## src/rtl/board_mem_arbiter.sv

```systemverilog
// Single-port board RAM arbiter: clear sequencer, then FSM, then display,
// with a starvation guard that lifts the display above the FSM after a run of denials.
//
// state | meaning
// CLEAR | writing CLEAR_VAL to every cell, addresses ascending, no grants
// IDLE  | arbitrating FSM and display accesses
module board_mem_arbiter #(
  parameter int ADDR_W = 8,
  parameter int DATA_W = 2,
  parameter logic [DATA_W-1:0] CLEAR_VAL = '0,
  parameter int DISP_MAX_WAIT = 4
) (
  input  logic              clk,
  input  logic              rst,
  input  logic              clear_req,
  output logic              clear_busy,
  input  logic              fsm_req,
  input  logic              fsm_we,
  input  logic [ADDR_W-1:0] fsm_addr,
  input  logic [DATA_W-1:0] fsm_wdata,
  output logic              fsm_gnt,
  output logic              fsm_rvalid,
  output logic [DATA_W-1:0] fsm_rdata,
  input  logic              disp_req,
  input  logic [ADDR_W-1:0] disp_addr,
  output logic              disp_gnt,
  output logic              disp_rvalid,
  output logic [DATA_W-1:0] disp_rdata,
  output logic [ADDR_W-1:0] mem_addr,
  output logic              mem_we,
  output logic [DATA_W-1:0] mem_wdata,
  input  logic [DATA_W-1:0] mem_rdata
);

  localparam int WAIT_W = $clog2(DISP_MAX_WAIT + 1);
  localparam logic [WAIT_W-1:0] WAIT_MAX = WAIT_W'(DISP_MAX_WAIT);
  localparam logic [ADDR_W-1:0] LAST_ADDR = '1;

  typedef enum logic {CLEAR, IDLE} state_t;

  state_t            state;
  logic [ADDR_W-1:0] clr_cnt;
  logic [WAIT_W-1:0] wait_cnt;
  logic              fsm_rd_q;
  logic              disp_rd_q;
  logic              grant_ok;
  logic              disp_prio;

  assign clear_busy = (state == CLEAR);
  assign grant_ok   = (state == IDLE) && !clear_req;
  assign disp_prio  = disp_req && (wait_cnt == WAIT_MAX);
  assign disp_gnt   = grant_ok && disp_req && (disp_prio || !fsm_req);
  assign fsm_gnt    = grant_ok && fsm_req && !disp_prio;

  // Read data is only qualified by rvalid, so both ports see the RAM directly.
  assign fsm_rdata  = mem_rdata;
  assign disp_rdata = mem_rdata;

  always_ff @(posedge clk) begin
    if (rst) begin
      state       <= CLEAR;
      clr_cnt     <= '0;
      wait_cnt    <= '0;
      mem_addr    <= '0;
      mem_we      <= 1'b0;
      mem_wdata   <= '0;
      fsm_rd_q    <= 1'b0;
      disp_rd_q   <= 1'b0;
      fsm_rvalid  <= 1'b0;
      disp_rvalid <= 1'b0;
    end else begin
      // Tag pipeline runs regardless of state so in-flight reads survive a clear.
      fsm_rd_q    <= fsm_gnt && !fsm_we;
      disp_rd_q   <= disp_gnt;
      fsm_rvalid  <= fsm_rd_q;
      disp_rvalid <= disp_rd_q;
      mem_we      <= 1'b0;
      case (state)
        CLEAR: begin
          if (clear_req) begin
            clr_cnt <= '0;
          end else begin
            mem_we    <= 1'b1;
            mem_addr  <= clr_cnt;
            mem_wdata <= CLEAR_VAL;
            clr_cnt   <= clr_cnt + 1'b1;
            if (clr_cnt == LAST_ADDR) state <= IDLE;
          end
        end
        IDLE: begin
          if (clear_req) begin
            state   <= CLEAR;
            clr_cnt <= '0;
          end else if (fsm_gnt) begin
            mem_we    <= fsm_we;
            mem_addr  <= fsm_addr;
            mem_wdata <= fsm_wdata;
          end else if (disp_gnt) begin
            mem_addr  <= disp_addr;
            mem_wdata <= '0;
          end
          if (!disp_req || disp_gnt) begin
            wait_cnt <= '0;
          end else if (!clear_req && wait_cnt != WAIT_MAX) begin
            wait_cnt <= wait_cnt + 1'b1;
          end
        end
        default: state <= CLEAR;
      endcase
    end
  end

endmodule
```

## config.mk

```make
export PLATFORM = sky130hd
export DESIGN_NAME = board_mem_arbiter
export DESIGN_NICKNAME = d
export VERILOG_FILES = /design/src/rtl/board_mem_arbiter.sv
export SDC_FILE = /design/constraint.sdc
export NUM_CORES = 1
export LEC_CHECK = 0
export CAP_MARGIN = 20
export CORE_ASPECT_RATIO = 1.75
export CORE_UTILIZATION = 30
export DETAILED_ROUTE_END_ITERATION = 8
export GPL_TIMING_DRIVEN = 0
export PLACE_DENSITY = 0.61
export SKIP_CTS_REPAIR_TIMING = 1
export SLEW_MARGIN = 30
export SYNTH_ARGS = -nofsm -noshare
export SYNTH_HDL_FRONTEND = slang
export SYNTH_SLANG_ARGS = --single-unit
```

## constraint.sdc

```tcl
create_clock -name clk -period 1.5 [get_ports clk]
set_clock_uncertainty 0.1 [all_clocks]
set_input_delay 0.375 -clock clk [delete_from_list [all_inputs] [get_ports clk]]
set_output_delay 0.375 -clock clk [all_outputs]
set_load 0.01 [all_outputs]
```

==> flow_metrics.tcl, run 1 <==
set metrics [dict create \
    synthesis.area_um2 1310 \
    grt_antenna_before_repair 0 \
    p_total_mw 1.30 \
    yosys_warnings 0 \
    synth_top_cell_area_share_pct 41.3 \
    async_flop_share_pct 0 \
    reg2reg_from "wait_cnt[1]$_SDFFE_PP0P_" \
    top_level_ports 46 \
    cts_tree "done" \
    period_share_pct 117 \
    clk_pin_slew_worst_paths_ns 0.10 \
    cp_max_fo 6 \
    seqCellArea_um2 544 \
    ys_dominant_reg_cell "sky130_fd_sc_hd__dfxtp_1" \
    multi_input_comb_area_um2 709 \
    slack_of_the_critical_path_ns -0.249 \
    critical_path_s_most_frequent_cell "sky130_fd_sc_hd__nand3_4" \
    leakage_nw 1.04 \
    die-height_um 89.3 \
    postSynthRegisterBits 27 \
    maxCapViolations 0 \
    route.detailed.vias_per_inst 5.00 \
    placed_area_um2 1790 \
    yosysUniqueCellTypes 35 \
    start_kind "flop" \
    report.final.hold_viol_count 0 \
    avg_cell_area_syn_um2 8.96 \
    remaining_global_route_overflow 0 \
    timing.critical_path.slowest_stage_cell "sky130_fd_sc_hd__dfxtp_2" \
    criticalPathCategory "flop to output port" \
    syn_nets 175 \
    run_status "finished, violations left" \
    io_buffer_count 42 \
    grt.total_usage_pct 15.2 \
    ys_top_cells_by_area "sky130_fd_sc_hd__dfxtp_1 (41%), sky130_fd_sc_hd__nor2_1 (5.5%), sky130_fd_sc_hd__a41o_1 (4.6%)" \
    setup_repair_after_global_routing_missed_its_margin "yes" \
    hold_path_end "mem_we$_SDFF_PP0_" \
    crit_chain "inv_2 > ha_4 > nand3_4 > nand3_4 > inv_4 > buf_6" \
    worst_hold_path.num_cells 4 \
    die_area_um2 4640 \
    cts_num_sinks 27 \
    drc 0 \
    dr.pass1.iters 5 \
    fillerInstances 388 \
    timing.reg2reg.worst_path_depth 7 \
    synth_area_leader_cell "sky130_fd_sc_hd__dfxtp_1" \
    timing.critical_path.arrival_ns 1.27 \
    critical_path.endpoint_type "output port" \
    clock_path_buffers 2 \
    violations "setup timing" \
    coreArea_um2 4150 \
    hp-class "input port to flop" \
    number_of_buffers_created_by_cts 3 \
    grt_max_degree 16 \
    synth_edf_count 0 \
    vias 1285 \
    reg2reg_to "mem_addr[1]$_SDFFE_PP0P_" \
    gpl.final_weighted_congestion 0.792 \
    crit_path_max_incr_delay_ns 0.36 \
    path_buf_inv 3 \
    iter_0_drt_violations 15 \
    first_global_vias 1230 \
    worst_ep_required_time_ns 1.02 \
    final_setup_vio_count 2 \
    layout_min_cycle_time_ns 1.75 \
    path_depth 6 \
    final_area_um2 2070 \
    post_drt_wl_per_cell_um 13.9 \
    timing.reg2reg.setup_slack_ns 0.03 \
    placement_rows 31 \
    die_w_um 51.9 \
    fin_util_pct 49.8 \
    starting_density_of_the_core_pct 31.5 \
    post_synth_most_frequent_cells "sky130_fd_sc_hd__dfxtp_1 (27), sky130_fd_sc_hd__nor2_1 (19), sky130_fd_sc_hd__a21oi_1 (11), sky130_fd_sc_hd__nand2_1 (10)" \
    area_growth_syn_to_layout_pct 58.1 \
    slew_headroom_pct 67.4 \
    antenna-diode-count 0 \
    report.final.slew_viol_count 0 \
    clk-insertion-delay-late_ns 0.28 \
    design.final.nets 238 \
    post_route_cells_drive_above_1_share_pct 25.5 \
    postSynthCellCount 146 \
    antenna_violating_nets_post_route 0 \
    grt_first_pass_wirelength_um 5220 \
    h-tree-depth 1 \
    worst_path_dominant_cell_family "flip-flops" \
    yosys.cell_count.top_type "sky130_fd_sc_hd__dfxtp_1" \
    power.ir.vdd_worst_uv 591 \
    worst_slew_pin_slew_ns 0.487 \
    fmaxAchievable_mhz 572 \
    yosysSeqAreaShare_pct 41.3 \
    totalWireLength_um 3580 \
    min_from "clear_req" \
    dp_hpwl_um 2620 \
    ctsRootBufferMaster "sky130_fd_sc_hd__clkbuf_8" \
    power_per_cell_area_nw_per_um2 628 \
]
-- layout by cell type, fill, tap and decap left out, drive strengths merged --
master	count
nand3b	1
nand4	1
inv	5
nand3	5
ha	3
dlymetal6s2s	16
a31oi	2
clkinv	1
o2bb2ai	6
a41o	6
and3	2
a21o	2
or2	1
nor2	20
dfxtp	27
and3b	1
mux2i	1
nand4b	1
nor3	6
buf	29
nand2	10
a21oi	12
clkbuf	4
xor2	6
nor2b	4
xnor2	1
clkdlybuf4s50	23
and4	1
a22oi	3
o21ai	8
-- worst max-delay path by stage --
stage | end | slack (ns) | startpoint
floorplan | fsm_gnt | 0.05 | wait_cnt[0]$_SDFFE_PP0P_
global placement | fsm_gnt | -1.00 | fsm_req
detailed placement | fsm_gnt | -1.01 | fsm_req
CTS | fsm_gnt | -1.01 | fsm_req
global route | disp_gnt | -0.33 | wait_cnt[1]$_SDFFE_PP0P_
finish | fsm_gnt | -0.25 | wait_cnt[1]$_SDFFE_PP0P_
-- metal layers --
layer	wire, um	part of all wire [%]	global-route usage, %	up-vias
met5	0	0	0	-
met1	1280	36	14.9	616
li1	-	-	-	637
met3	95	2.7	2.21	6
met4	68	1.9	9.58	0
met2	2130	60	28.6	26
-- through the flow --
| stage | TNS (ns) | hold slack (ns) | std cells | worst slack, ns |
|---|---|---|---|---|
| 4_1_cts | -6.45 | 0.334 | 241 | -1.01 |
| 2_1_floorplan | 0 | 0.314 | 146 | 0.0459 |
| 5_1_grt | -0.694 | 0.349 | 257 | -0.325 |
| 3_5_place_dp | -9.01 | 0.329 | 237 | -1.01 |
| 3_3_place_gp | -8.44 | 0.323 | 237 | -1.00 |
| 6_report | -0.483 | 0.340 | 257 | -0.249 |
-- report_power, final --
part	internal (mW)	total [mW]	switching [mW]
logic	0.0942	0.155	0.0610
clock network	0.186	0.413	0.227
registers	0.724	0.729	0.00511
total	1.00	1.30	0.293
-- cell families after synthesis --
group           Yosys count  synth area share (%)
flops                    27                  41.3
simple gates             53                  21.9
fa+ha+maj                 3                  2.87
buf+inv                  16                  7.46
mux                       1                 0.766
compound gates           39                  21.0
xor+xnor                  7                  4.69
-- state kept, by name, indices dropped and copies added (netlist names) --
name and flops:
clr_cnt 8, mem_addr 8, wait_cnt 3, mem_wdata 2, disp_rd_q 1, disp_rvalid 1
fsm_rd_q 1, fsm_rvalid 1, mem_we 1, state 1
-- area by class of cell --
| cell class | count | area share, % |
|---|---|---|
| plain buffers | 11 | 4.42 |
| clock buffers | 3 | 2.00 |
| clock inverters | 1 | 0.242 |
| inverters | 5 | 1.39 |
| multi-input cells | 103 | 34.3 |
| flip-flops and latches | 27 | 26.3 |
| well taps | 49 | 2.97 |
| repair buffers | 58 | 28.3 |
-- tightest hold or removal path, stage by stage --
cell	delay, ns
sky130_fd_sc_hd__buf_6	0.11
sky130_fd_sc_hd__nor2_1	0.05
sky130_fd_sc_hd__a21oi_1	0.11
sky130_fd_sc_hd__nor2_1	0.04
Note: power is estimated with default switching activity, not from simulation.
==> inputs of run 2 (changes only) <==
--- a/config.mk
+++ b/config.mk
@@ -5,12 +5,14 @@
 export SDC_FILE = /design/constraint.sdc
 export NUM_CORES = 1
 export LEC_CHECK = 0
+export ABC_AREA = 1
 export CAP_MARGIN = 20
 export CORE_ASPECT_RATIO = 1.75
 export CORE_UTILIZATION = 30
+export CTS_BUF_LIST = sky130_fd_sc_hd__clkbuf_8
 export DETAILED_ROUTE_END_ITERATION = 8
 export GPL_TIMING_DRIVEN = 0
-export PLACE_DENSITY = 0.61
+export PLACE_DENSITY = 0.6
 export SKIP_CTS_REPAIR_TIMING = 1
 export SLEW_MARGIN = 30
 export SYNTH_ARGS = -nofsm -noshare
==> flow_metrics.tcl, run 2 <==
set metrics [dict create \
    run_status "finished, violations left" \
    violations "setup timing" \
    slack_of_the_critical_path_ns -0.309 \
    crit_chain "inv_2 > ha_4 > nand3_4 > nand2_4 > nor2_4 > buf_6 > buf_6" \
    gpl.final_weighted_congestion 0.840 \
    antenna-diode-count 0 \
    grt_max_degree 17 \
    leakage_nw 1.28 \
    worst_ep_required_time_ns 1.02 \
    h-tree-depth 1 \
    route.detailed.vias_per_inst 4.49 \
    power.ir.vdd_worst_uv 385 \
    synth_top_family_by_area "simple AND/OR/NAND/NOR gates" \
    slew_headroom_pct 71.0 \
    synth_top_cell_area_share_pct 37.0 \
    cts_tree "done" \
    design.final.nets 318 \
    remaining_global_route_overflow 0 \
    p_total_mw 1.38 \
    critical_path_s_most_frequent_cell "sky130_fd_sc_hd__buf_6" \
    clk_pin_slew_worst_paths_ns 0.10 \
    die-height_um 94.3 \
    die_w_um 54.7 \
    ctsRootBufferMaster "sky130_fd_sc_hd__clkbuf_8" \
    clk-insertion-delay-late_ns 0.28 \
    mostFrequentLayoutCell "sky130_fd_sc_hd__nand2_1" \
    post_route_cells_drive_above_1_share_pct 17.4 \
    crit_path_max_incr_delay_ns 0.36 \
    async_flop_share_pct 0 \
    yosys.area_share.simple_pct 34.3 \
    placement_rows 33 \
    iter_0_drt_violations 24 \
    avg_cell_area_syn_um2 6.43 \
    final_setup_vio_count 9 \
    cp_max_fo 4 \
    fmaxAchievable_mhz 553 \
    postSynthRegisterBits 27 \
    layout_top_registers "clr_cnt x8, mem_addr x8, wait_cnt x3" \
    top_level_ports 46 \
    die_area_um2 5160 \
    grt_first_pass_wirelength_um 5930 \
    yosys-mux-area-fraction_pct 0 \
    postSynthCellCount 227 \
    path_depth 7 \
    antenna_violating_nets_post_route 0 \
    finish.cell_count_without_fillers 340 \
    cts_num_sinks 27 \
    worst_path_dominant_cell_family "flip-flops" \
    grt_antenna_before_repair 0 \
    synthXorXnorAreaFrac_pct 0.600 \
    critical_path.endpoint_type "output port" \
    timing.critical_path.arrival_ns 1.33 \
    synth_area_leader_cell "sky130_fd_sc_hd__dfxtp_1" \
    totalWireLength_um 3760 \
    yosys_warnings 0 \
    power_per_cell_area_nw_per_um2 624 \
    layout_min_cycle_time_ns 1.81 \
    syn_nets 256 \
    adder_cell_share_of_the_synthesized_area_pct 2.57 \
    first_global_vias 1332 \
    yosysSeqAreaShare_pct 37.0 \
    ys_top_cells_by_area "sky130_fd_sc_hd__dfxtp_1 (37%), sky130_fd_sc_hd__nand2_1 (14%), sky130_fd_sc_hd__inv_1 (11%)" \
    timing.reg2reg.setup_slack_ns -0.05 \
    drc 0 \
    worst_hold_path.num_cells 2 \
    area_growth_syn_to_layout_pct 52.1 \
    maxCapViolations 0 \
    pre_cts_ws_ns -1.01 \
    start_kind "flop" \
    setup_repair_after_global_routing_missed_its_margin "yes" \
    timing.reg2reg.worst_path_depth 12 \
    report.final.hold_viol_count 0 \
    period_share_pct 121 \
    final_area_um2 2220 \
    worst_slew_pin_slew_ns 0.435 \
    coreArea_um2 4670 \
    synthesis.area_um2 1460 \
    criticalPathCategory "flop to output port" \
    clock_path_buffers 2 \
    complex_gate_fraction_of_the_synthesized_area_pct 8.92 \
    timing.critical_path.slowest_stage_cell "sky130_fd_sc_hd__dfxtp_2" \
    placed_area_um2 1960 \
    path_buf_inv 3 \
    final_cell_mix "sky130_fd_sc_hd__nand2_1 (53), sky130_fd_sc_hd__inv_1 (41), sky130_fd_sc_hd__nor2_1 (36)" \
    report.final.slew_viol_count 0 \
    yosysUniqueCellTypes 25 \
    yosys.cell_count.top_type "sky130_fd_sc_hd__nand2_1" \
    ys_dominant_reg_cell "sky130_fd_sc_hd__dfxtp_1" \
    starting_density_of_the_core_pct 31.3 \
    dpl.cell_count 322 \
    post_drt_wl_per_cell_um 11.0 \
    synth_edf_count 0 \
    dp_hpwl_um 2790 \
    grt.total_usage_pct 15.7 \
    vias 1528 \
    number_of_buffers_created_by_cts 3 \
    fillerInstances 487 \
    io_buffer_count 43 \
    dr.pass1.iters 4 \
    hp-class "flop to flop" \
    post_synth_most_frequent_cells "sky130_fd_sc_hd__nand2_1 (56), sky130_fd_sc_hd__inv_1 (44), sky130_fd_sc_hd__nor2_1 (38), sky130_fd_sc_hd__dfxtp_1 (27), sky130_fd_sc_hd__a21oi_1 (15)" \
]
[run 2: cell count changes in the layout (fill, tap and decap cells not counted), sizes merged, moves of 5 or more]
| cell | delta |
|---|---|
| o2bb2ai | -6 |
| nor2 | +18 |
| xor2 | -5 |
| buf | -5 |
| inv | +41 |
| a41o | -6 |
| nand2 | +47 |
| nand3 | +9 |
[run 2: layout make-up]
type | instances | area, um^2 | share of cell area [%]
plain buffers | 10 | 77.6 | 3.49
clock buffers | 3 | 41.3 | 1.86
clock inverters | 1 | 7.51 | 0.338
inverters | 46 | 178 | 8.00
multi-input cells | 144 | 728 | 32.8
flip-flops and latches | 27 | 546 | 24.6
well taps | 52 | 65.1 | 2.93
repair buffers | 57 | 577 | 26.0
[run 2: cell families after synthesis]
| kind of cell | count (synthesis) |
|---|---|
| and+or+nand+nor | 118 |
| adders and majority gates | 3 |
| buffers and inverters | 56 |
| DFF | 27 |
| xor gates and xnor gates | 1 |
| AOI/OAI and AO/OA | 22 |
[run 2: worst paths after layout]
kind | from | end
setup reg to reg | wait_cnt[0]$_SDFFE_PP0P_ | mem_addr[1]$_SDFFE_PP0P_
hold / removal | fsm_rd_q$_SDFF_PP0_ | fsm_rvalid$_SDFF_PP0_
hold reg to reg | fsm_rd_q$_SDFF_PP0_ | fsm_rvalid$_SDFF_PP0_
setup / recovery | wait_cnt[0]$_SDFFE_PP0P_ | fsm_gnt
[run 2: power breakdown]
part,internal [mW],switching [mW],leakage [nW],total (mW)
registers,0.732,0.00870,0.221,0.740
logic,0.119,0.0961,1.04,0.215
clock network,0.189,0.240,0.0217,0.429
[run 2: worst min-delay path, cell delays in order, from the launching register on]
cell and delay, ns:
sky130_fd_sc_hd__dfxtp_1 0.31, sky130_fd_sc_hd__inv_1 0.04, sky130_fd_sc_hd__nor2_1 0.03
[run 2: per-stage QoR]
step	utilization (%)	TNS [ns]	hold WS, ns
after floorplan	-	0	0.288
after global placement	42.0	-11.26	0.289
after detailed placement	42.0	-11.63	0.298
after CTS	43.1	-7.91	0.312
after global routing	47.6	-1.83	0.338
final	47.6	-0.909	0.308
[run 2: metal layers]
| layer | part of all wire (%) | up-vias | routed length [um] | GRT usage, % |
|---|---|---|---|---|
| met1 | 37 | 680 | 1390 | 18.3 |
| met4 | 2.4 | 0 | 91 | 6.41 |
| met5 | 0 | - | 0 | 0 |
| li1 | - | 806 | - | - |
| met3 | 3.2 | 9 | 120 | 1.13 |
| met2 | 57 | 33 | 2150 | 27.8 |
